**src/rtl/downsampler_mac_sched.sv**
```systemverilog
// Shared-MAC scheduler for a two-stage downsampler: round-robin grants one
// requester at a time and sequences its taps, pipeline drain and done pulse.
module downsampler_mac_sched #(
   parameter int unsigned TAPS0 = 17,
   parameter int unsigned TAPS1 = 48,
   parameter int unsigned PIPE  = 3,
   parameter int unsigned AW    = 6
) (
   input  logic          clk,
   input  logic          arst_n,
   input  logic          en,
   input  logic [1:0]    req,
   input  logic          clr_ovf,
   output logic [1:0]    grant,
   output logic [AW-1:0] tap_addr,
   output logic          mac_vld,
   output logic          mac_first,
   output logic [1:0]    done,
   output logic          busy,
   output logic [1:0]    ovf
);

   typedef enum logic [1:0] {IDLE, RUN, DRAIN, DONE} state_t;

   localparam int unsigned DW = (PIPE > 1) ? $clog2(PIPE) : 1;
   localparam logic [AW-1:0] LAST0 = AW'(TAPS0 - 1);
   localparam logic [AW-1:0] LAST1 = AW'(TAPS1 - 1);
   localparam logic [DW-1:0] DLAST = DW'((PIPE > 0) ? PIPE - 1 : 0);

   state_t        state_q, state_d;
   logic [1:0]    grant_q, grant_d;
   logic [AW-1:0] tap_q, tap_d;
   logic [DW-1:0] drn_q, drn_d;
   logic [1:0]    pending_q, pending_d;
   logic [1:0]    ovf_q, ovf_d;
   logic          last_q, last_d;

   logic [1:0]    req_v, cand, pick, ovf_evt;
   logic          take;

   always_comb begin
      state_d   = state_q;
      grant_d   = grant_q;
      tap_d     = tap_q;
      drn_d     = drn_q;
      pending_d = pending_q;
      ovf_d     = ovf_q;
      last_d    = last_q;
      take      = 1'b0;
      mac_vld   = 1'b0;
      mac_first = 1'b0;
      done      = 2'b00;

      req_v   = en ? req : 2'b00;
      cand    = pending_q | req_v;
      // last_q=1 means requester 1 was served last, so requester 0 wins a tie
      pick    = (cand == 2'b11) ? (last_q ? 2'b01 : 2'b10) : cand;
      ovf_evt = req_v & pending_q;

      if (en) begin
         pending_d = pending_q | req_v;
         ovf_d     = (ovf_q & ~{2{clr_ovf}}) | ovf_evt;
         case (state_q)
            IDLE: begin
               if (|cand) take = 1'b1;
            end
            RUN: begin
               mac_vld   = 1'b1;
               mac_first = (tap_q == '0);
               if (tap_q == (grant_q[1] ? LAST1 : LAST0)) begin
                  tap_d   = '0;
                  drn_d   = '0;
                  state_d = (PIPE == 0) ? DONE : DRAIN;
               end else begin
                  tap_d = tap_q + 1'b1;
               end
            end
            DRAIN: begin
               if (drn_q == DLAST) state_d = DONE;
               else                drn_d   = drn_q + 1'b1;
            end
            DONE: begin
               done = grant_q;
               if (|cand) begin
                  take = 1'b1;
               end else begin
                  state_d = IDLE;
                  grant_d = 2'b00;
               end
            end
            default: state_d = IDLE;
         endcase

         if (take) begin
            state_d   = RUN;
            grant_d   = pick;
            tap_d     = '0;
            pending_d = (pending_q | req_v) & ~pick;
            last_d    = pick[1];
         end
      end
   end

   always_ff @(posedge clk or negedge arst_n) begin
      if (!arst_n) begin
         state_q   <= IDLE;
         grant_q   <= 2'b00;
         tap_q     <= '0;
         drn_q     <= '0;
         pending_q <= 2'b00;
         ovf_q     <= 2'b00;
         last_q    <= 1'b1;
      end else begin
         state_q   <= state_d;
         grant_q   <= grant_d;
         tap_q     <= tap_d;
         drn_q     <= drn_d;
         pending_q <= pending_d;
         ovf_q     <= ovf_d;
         last_q    <= last_d;
      end
   end

   assign grant    = grant_q;
   assign tap_addr = tap_q;
   assign busy     = (state_q != IDLE);
   assign ovf      = ovf_q;

endmodule

```
**config.mk**
```make
export PLATFORM = sky130hd
export DESIGN_NAME = downsampler_mac_sched
export DESIGN_NICKNAME = d
export VERILOG_FILES = /design/src/rtl/downsampler_mac_sched.sv
export SDC_FILE = /design/constraint.sdc
export NUM_CORES = 1
export LEC_CHECK = 0
export BUFFER_PORTS_ARGS = -buffer_cell sky130_fd_sc_hd__buf_2
export CAP_MARGIN = 0
export CORE_ASPECT_RATIO = 1.4
export CORE_MARGIN = 4
export CORE_UTILIZATION = 53
export DETAILED_ROUTE_END_ITERATION = 12
export GPL_TIMING_DRIVEN = 0
export PLACE_DENSITY_LB_ADDON = 0.2
export SYNTH_ARGS = -nofsm -noshare
export SYNTH_HDL_FRONTEND = slang
export SYNTH_SLANG_ARGS = --single-unit
```
**constraint.sdc**
```tcl
create_clock -name clk -period 2.3 [get_ports clk]
set_input_delay 0.23 -clock clk [delete_from_list [all_inputs] [get_ports clk]]
set_output_delay 0.23 -clock clk [all_outputs]
set_load 0.1 [all_outputs]
```
Yosys cells after proc, flatten, opt, wreduce, memory -nomap -nowiden
Index checks and enable logic that the tools add are counted.
Widths: inputs -> output; s select.
{"block": "word_totals", "ff_bits": 17, "latch_bits": 0, "mem_bits_rw": 0, "mem_bits_ro": 0, "inputBits": 6, "output_inout_bits": 15, "elab_cells": 69, "memories": 0}
{"block": "classes", "add_sub_neg": 2, "multipliers": 0, "div": 0, "order_cmp": 0, "n_eq_ne": 12, "shift": 0, "muxes": 27, "bitwise_logic": 7, "reduce_logical": 14}
{"op": "$mux 2", "count": 14}
{"op": "$mux 6", "count": 4}
{"op": "$ne 3x3->1 const B", "count": 3}
{"op": "$eq 2x2->1 const B", "count": 4}
{"op": "$reduce_bool 2->1", "count": 4}
{"op": "$mux 1", "count": 7}
{"op": "$add 6x1->6 const B", "count": 1}
{"op": "$and 2x2->2", "count": 3}
{"op": "$eq 6x6->1", "count": 1}
{"op": "$logic_not 6->1", "count": 1}
{"op": "$pmux 2 s3", "count": 1}
{"op": "$reduce_and 5->1", "count": 1}
{"op": "$ne 2x2->1 const B", "count": 2}
{"op": "$not 2->2", "count": 2}
{"op": "$or 2x2->2", "count": 2}
{"op": "$pmux 2 s2", "count": 1}
{"op": "$reduce_and 2->1", "count": 2}
{"op": "$reduce_and 4->1", "count": 1}
{"op": "$reduce_bool 4->1", "count": 1}
{"op": "$reduce_or 2->1", "count": 2}
{"op": "$reduce_and 3->1", "count": 1}
{"op": "$add 2x1->2 const B", "count": 1}
{"op": "$eq 2x1->1 const B", "count": 1}
{"op": "$logic_not 2->1", "count": 1}
{"op": "$ne 2x1->1 const B", "count": 1}

Longest topological paths before layout
Gate-level depths: netlist of the first run.
{"block": "logic_depth", "word_depth": 8, "mapped_depth": 6, "depth_no_buf": 6}

Least setup slack after synthesis of the first run
Ideal clock, no wire load.
{"block": "synth_path", "kind": "register to output", "from": "register tap_q[3], in the netlist tap_addr[3]", "to": "output port mac_first", "arrival_time_ps": 4469, "t_required_ps": 2070, "path_slack_ps": -2399, "stages_incl_launch_ff": 3, "n_path_buf": 0, "path_cell_list": "dfrtp_1 -> or3_1 -> nor4b_1"}
{"block": "synth_via", "elab_chain_cells": 3}
{"element": "from (decl)", "line_no": "32", "rtl": "logic [AW-1:0] tap_q, tap_d;"}
{"element": "from (signal assigned)", "line_no": "116", "rtl": "tap_q <= tap_d;"}
{"element": "$logic_not 6->1", "line_no": "69", "rtl": "mac_first = (tap_q == '0);"}
{"element": "$mux 1", "line_no": "63", "rtl": "case (state_q)"}
{"element": "$mux 1", "line_no": "60", "rtl": "if (en) begin"}
{"element": "to (decl)", "line_no": "17", "rtl": "output logic mac_first,"}
No other way between the ends.

Worst setup path in the final report of the first run
{"block": "layout_path", "from": "register tap_q[2], in the netlist tap_addr[2]", "to": "output port mac_first"}
Same word-level chain as after synthesis.

==> results.sh, run 1 <==
export IMPL_tns_ns=0
export IMPL_synth_most_common_cell="dfrtp_1"
export IMPL_grt_max_degree=18
export IMPL_crit_chain="or3_4 -> nor4b_4 -> clkbuf_4"
export IMPL_cts_buffers=3
export IMPL_nNetsFinal=152
export IMPL_max_freq_mhz=483
export IMPL_first_pass_iters=4
export IMPL_outcome="finished clean"
export IMPL_syn2layout_area_growth_pct=18.6
export IMPL_die_w_um=45.8
export IMPL_num_vias=950
export IMPL_yosysUniqueCellTypes=35
export IMPL_slowest_delay_ns=0.53
export IMPL_pre_cts_ws_ns=0.342
export IMPL_hold_ws_ns=0.254
export IMPL_cts_tree="done"
export IMPL_fin_skew_ns=0.00544
export IMPL_slew_violations=0
export IMPL_synthesis_nets=126
export IMPL_maxCapViolations=0
export IMPL_ys_flop_type="dfrtp_1"
export IMPL_cts_clk_slew_worst_paths_ns=0.11
export IMPL_period_share_pct=90.1
export IMPL_htreeDepth=1
export IMPL_synth_top_area_share_pct=37.7
export IMPL_cts_sinks=17
export IMPL_hold_class="in2reg"
export IMPL_fillers=143
export IMPL_place_gp_congestion=0.891
export IMPL_setup_viol=0
export IMPL_grt_first_pass_wirelength_mm=3.96
export IMPL_path_max_fanout=7
export IMPL_synthArstFlopShare_pct=100
export IMPL_cts_buffer_depth=2
export IMPL_core_area_sq_um=1820
export IMPL_rsz0062_at_grt="false"
export IMPL_synth_seq_cells=17
export IMPL_rows=18
export IMPL_slew_headroom_pct=65.4
export IMPL_avgSynthCellArea_sq_um=9.57
export IMPL_yosys_top_cells_count="dfrtp_1, nor2_1, ha_1"
export IMPL_die_y_um=61.0
export IMPL_synth_edff_count=0
export IMPL_clock_tree_root_cell="clkbuf_4"
export IMPL_port_buffers=20
export IMPL_wl_per_cell_um=15.3
export IMPL_n_antenna_cell=0
export IMPL_cp_data_arrival_time_ns=1.84
export IMPL_ys_top_cells_by_area="dfrtp_1, ha_1, and3_1, nand2b_1, nor2_1"
export IMPL_worst_r2r_path_depth=6
export IMPL_fin_crit_ns=2.07
export IMPL_ios=21
export IMPL_netlist_area_sq_um=1060
export IMPL_worst_setup_path_end_kind="output pin"
export IMPL_synth_yosys_seq_area_share_pct=40.2
export IMPL_yosysWarnings=0
export IMPL_post_cts_buffers=0
export IMPL_dp_hpwl_mm=1.85
export IMPL_hold_depth=2
export IMPL_drt_iter0_markers=29
export IMPL_antenna_found_initial=0
export IMPL_startpoint_type="register"
export IMPL_clk_latency_ns=0.29
export IMPL_grt_ovfl_total=0
export IMPL_ant_nets=0
export IMPL_initial_utilization_pct=58.2
export IMPL_drt_total_wl_mm=2.38
export IMPL_drc=0
export IMPL_fin_ws_ns=0.228
export IMPL_synth_top_area_cell="dfrtp_1"
export IMPL_vias_per_cell=6.09
export IMPL_critical_path_class="reg2out"
export IMPL_max_slew_worst_pin_slew_ns=0.515
export IMPL_hold_viol_final=0
export IMPL_synthCells=111
export IMPL_dieArea_sq_um=2790
export IMPL_cpMaxStageDelayCell="dfrtp_4"
export IMPL_post_route_util_pct=69.1
export IMPL_drive_gt1_share_pct=28.7
export IMPL_grt_pass1_vias=933
export IMPL_grt_usage_pct=18.9
export IMPL_worstPathRequired_ns=2.07
[cell families after synthesis]
| family | share of synthesized area, % |
|---|---|
| AND/OR/NAND/NOR | 23.8 |
| AO/OA/AOI/OAI | 19.6 |
| multiplexers | 3.06 |
| adder cells (fa/ha/maj) | 10.6 |
| flip-flops | 40.2 |
| buffers and inverters | 2.83 |
[final timing paths]
path	startpoint	endpoint	slack, ns
max	tap_addr[2]	mac_first	0.23
min	req[1]	ovf[1]	0.25
max reg2reg	state_q[0]	tap_addr[2]	0.27
min reg2reg	ovf[1]	ovf[1]	0.50
max in group asynchronous	arst_n	last_q	1.59
min in group asynchronous	arst_n	tap_addr[2]	0.39
[per-layer routing]
metal	global-route usage, %	up-vias	share of wire [%]
met2	33.7	32	53
li1	-	458	-
met3	2.67	4	4.9
met4	4.47	0	0.67
met5	0	-	0
met1	23.4	456	41
[stage by stage]
| step | cells | instance area [sq um] |
|---|---|---|
| 2_1_floorplan | 111 | 1090 |
| 3_3_place_gp | 151 | 1220 |
| 3_5_place_dp | 151 | 1220 |
| 4_1_cts | 156 | 1260 |
| 5_1_grt | 156 | 1260 |
| 6_report | 156 | 1260 |
[critical path: cells and delay by family, from the launching register on]
family | cells | cell delay [ns]
buffers and inverters | 1 | 0.37
flip-flops | 1 | 0.53
AND/OR/NAND/NOR | 2 | 0.65
[cell type report]
cell class,count,area [sq um],share of cell area (%)
buffer,1,3.75,0.298
timing repair buffer,21,113,8.94
inverter,7,26.3,2.09
clock inverter,1,5.00,0.397
multi-input combinational,86,626,49.7
tap,20,25.0,1.99
sequential,17,439,34.9
clock buffer,3,22.5,1.79
[sequential cells by signal, summed over array words and instances (netlist names)]
register and count:
tap_addr 6, ovf 2, state_q 2, last_q 1, drn_q 2, grant 2, pending_q 2
[cells in the final DEF, fill, tap and decap left out, types with 4 or more instances in the layout]
master and n:
a22o_1 4, a21oi_1 4, nand2_1 7, clkbuf_4 4, ha_1 9, nand2b_1 6
dfrtp_1 10, inv_1 7, and3_1 6, nor2b_1 5, nor2_1 10, dfrtp_2 4
o21ai_0 7, buf_2 19
[what timing repair did]
action                                  4_1_cts  5_1_grt
hold buffers                                  1        0
gates resized for setup                       0        1
hold endpoints to repair                     16        0
endpoints found under the setup margin        0        1
Power of run 1 is not shown: default switching activity piles up to over one toggle a cycle in this logic, so the estimate is an artifact.
==> inputs of run 2 (changes only) <==
Settings changed: CORE_UTILIZATION 53 to 57.
Clock period 2.3 ns to 2.4 ns, I/O delays scaled along.
==> run 2 against run 1 <==
Sequential share of layout area is 0.052 points lower. Critical path depth stayed put. Final area is 0.99% lower. First-iteration DRC count is 17% higher. Die area is 6.0% lower. Sequential cell count stayed put. Non-clock buffer count stayed put. Routed wire length is 9.8% lower. Setup slack worse by 0.016 ns. Cell count stayed put. Hold slack worse by 0.0057 ns. Register-to-register slack better by 0.12 ns. Largest cell class unchanged.
==> results.sh, run 2 (synthesis gave the netlist of run 1 again) <==
export IMPL_syn2layout_area_growth_pct=17.4
export IMPL_maxCapViolations=0
export IMPL_dpl_cell_area_sq_um=1210
export IMPL_mostFrequentLayoutCells="buf_2, dfrtp_1, nor2_1"
export IMPL_port_buffers=20
export IMPL_fin_crit_ns=2.19
export IMPL_placed_cells=151
export IMPL_met1_usage_pct=24.2
export IMPL_path_buf_inv=1
export IMPL_drt_iter0_markers=34
export IMPL_clock_tree_root_cell="clkbuf_4"
export IMPL_slew_headroom_pct=65.5
export IMPL_worst_setup_path_end_kind="output pin"
export IMPL_largest_register_ffs=6
export IMPL_ios=21
export IMPL_setup_viol=0
export IMPL_cts_tree="done"
export IMPL_dp_hpwl_mm=1.67
export IMPL_path_max_fanout=7
export IMPL_drive_gt1_share_pct=26.5
export IMPL_crit_chain="or3_1 -> nor4b_4 -> buf_2"
export IMPL_busiest_layer="met2"
export IMPL_max_slew_worst_pin_slew_ns=0.512
export IMPL_die_w_um=44.5
export IMPL_cts_sinks=17
export IMPL_cts_buffer_depth=2
export IMPL_period_share_pct=91.2
export IMPL_outcome="finished clean"
export IMPL_antenna_found_initial=0
export IMPL_grt_usage_pct=19.6
export IMPL_nNetsFinal=152
export IMPL_grt_ovfl_total=0
export IMPL_worstPathRequired_ns=2.16
export IMPL_cts_clk_slew_worst_paths_ns=0.10
export IMPL_slowest_delay_ns=0.52
export IMPL_n_antenna_cell=0
export IMPL_num_vias=935
export IMPL_fin_skew_ns=0.00433
export IMPL_cp_data_arrival_time_ns=1.95
export IMPL_hold_class="in2reg"
export IMPL_max_freq_mhz=457
export IMPL_post_cts_buffers=0
export IMPL_drc=0
export IMPL_cpMaxStageDelayCell="dfrtp_4"
export IMPL_first_pass_iters=4
export IMPL_rsz0062_at_grt="false"
export IMPL_ant_nets=0
export IMPL_hold_viol_final=0
export IMPL_wl_per_cell_um=13.8
export IMPL_fin_ws_ns=0.212
export IMPL_grt_pass1_vias=920
export IMPL_dieArea_sq_um=2630
export IMPL_finish_instance_area_sq_um=1250
export IMPL_drt_total_wl_mm=2.15
export IMPL_slew_violations=0
export IMPL_core_area_sq_um=1780
export IMPL_die_y_um=59.1
export IMPL_cts_buffers=3
export IMPL_use_met2_pct=33.3
export IMPL_htreeDepth=1
export IMPL_grt_max_degree=18
export IMPL_hold_ws_ns=0.249
export IMPL_place_gp_congestion=0.877
export IMPL_vias_per_cell=5.99
export IMPL_grt_first_pass_wirelength_mm=3.91
export IMPL_startpoint_type="register"
export IMPL_initial_utilization_pct=59.7
export IMPL_pre_cts_ws_ns=0.444
export IMPL_path_delay_family="simple AND/OR/NAND/NOR gates"
export IMPL_final_cells=156
export IMPL_grt_use_met3_pct=2.13
export IMPL_rows=18
export IMPL_final_common_cell="buf_2"
export IMPL_critical_path_class="reg2out"
export IMPL_clk_latency_ns=0.29
[run 2: cell count changes in the layout (fill, tap and decap cells not counted)]
cell,delta
or3_1,+1
dfrtp_2,-1
dfrtp_4,-1
buf_2,+1
clkbuf_4,-1
or3_4,-1
dfrtp_1,+2
[run 2: worst paths after layout]
path,start,end,slack [ns],depth (start not counted)
worst max-delay path,tap_addr[2],mac_first,0.21,3
worst min-delay path,req[0],ovf[0],0.25,2
worst max register to register,state_q[0],tap_addr[0],0.39,6
worst min register to register,ovf[1],ovf[1],0.50,1
max in group asynchronous,arst_n,last_q,1.69,2
min in group asynchronous,arst_n,drn_q[0],0.39,2
[run 2: per-layer routing]
metal | part of all wire, % | vias to the layer above | wire (um)
met1 | 43 | 452 | 927
met5 | 0 | - | 0
met2 | 50 | 18 | 1080
li1 | - | 459 | -
met4 | 2.2 | 0 | 48
met3 | 4.0 | 6 | 86
[run 2: timing repair]
item / in CTS / in global routing
hold buffers: 1 / 0
resized for setup: 0 / 0
endpoints found under the setup margin: 0 / 0
endpoints found under the hold margin: 16 / 0
[run 2: layout make-up]
| type | instances | area [sq um] |
|---|---|---|
| Multi-Input combinational cell | 86 | 621 |
| Fill cell | 146 | 532 |
| Sequential cell | 17 | 434 |
| Timing Repair Buffer | 21 | 110 |
| Inverter | 7 | 26.3 |
| Tap cell | 20 | 25.0 |
| Clock buffer | 3 | 22.5 |
| Clock inverter | 1 | 5.00 |
| Buffer | 1 | 3.75 |
[run 2: per-stage QoR]
stage,TNS [ns],utilization [%]
2_1_floorplan,-0.0161,-
3_3_place_gp,0,68.0
3_5_place_dp,0,68.0
4_1_cts,0,70.1
5_1_grt,0,70.1
6_report,0,70.1
Power of run 2 is left out for the same reason.
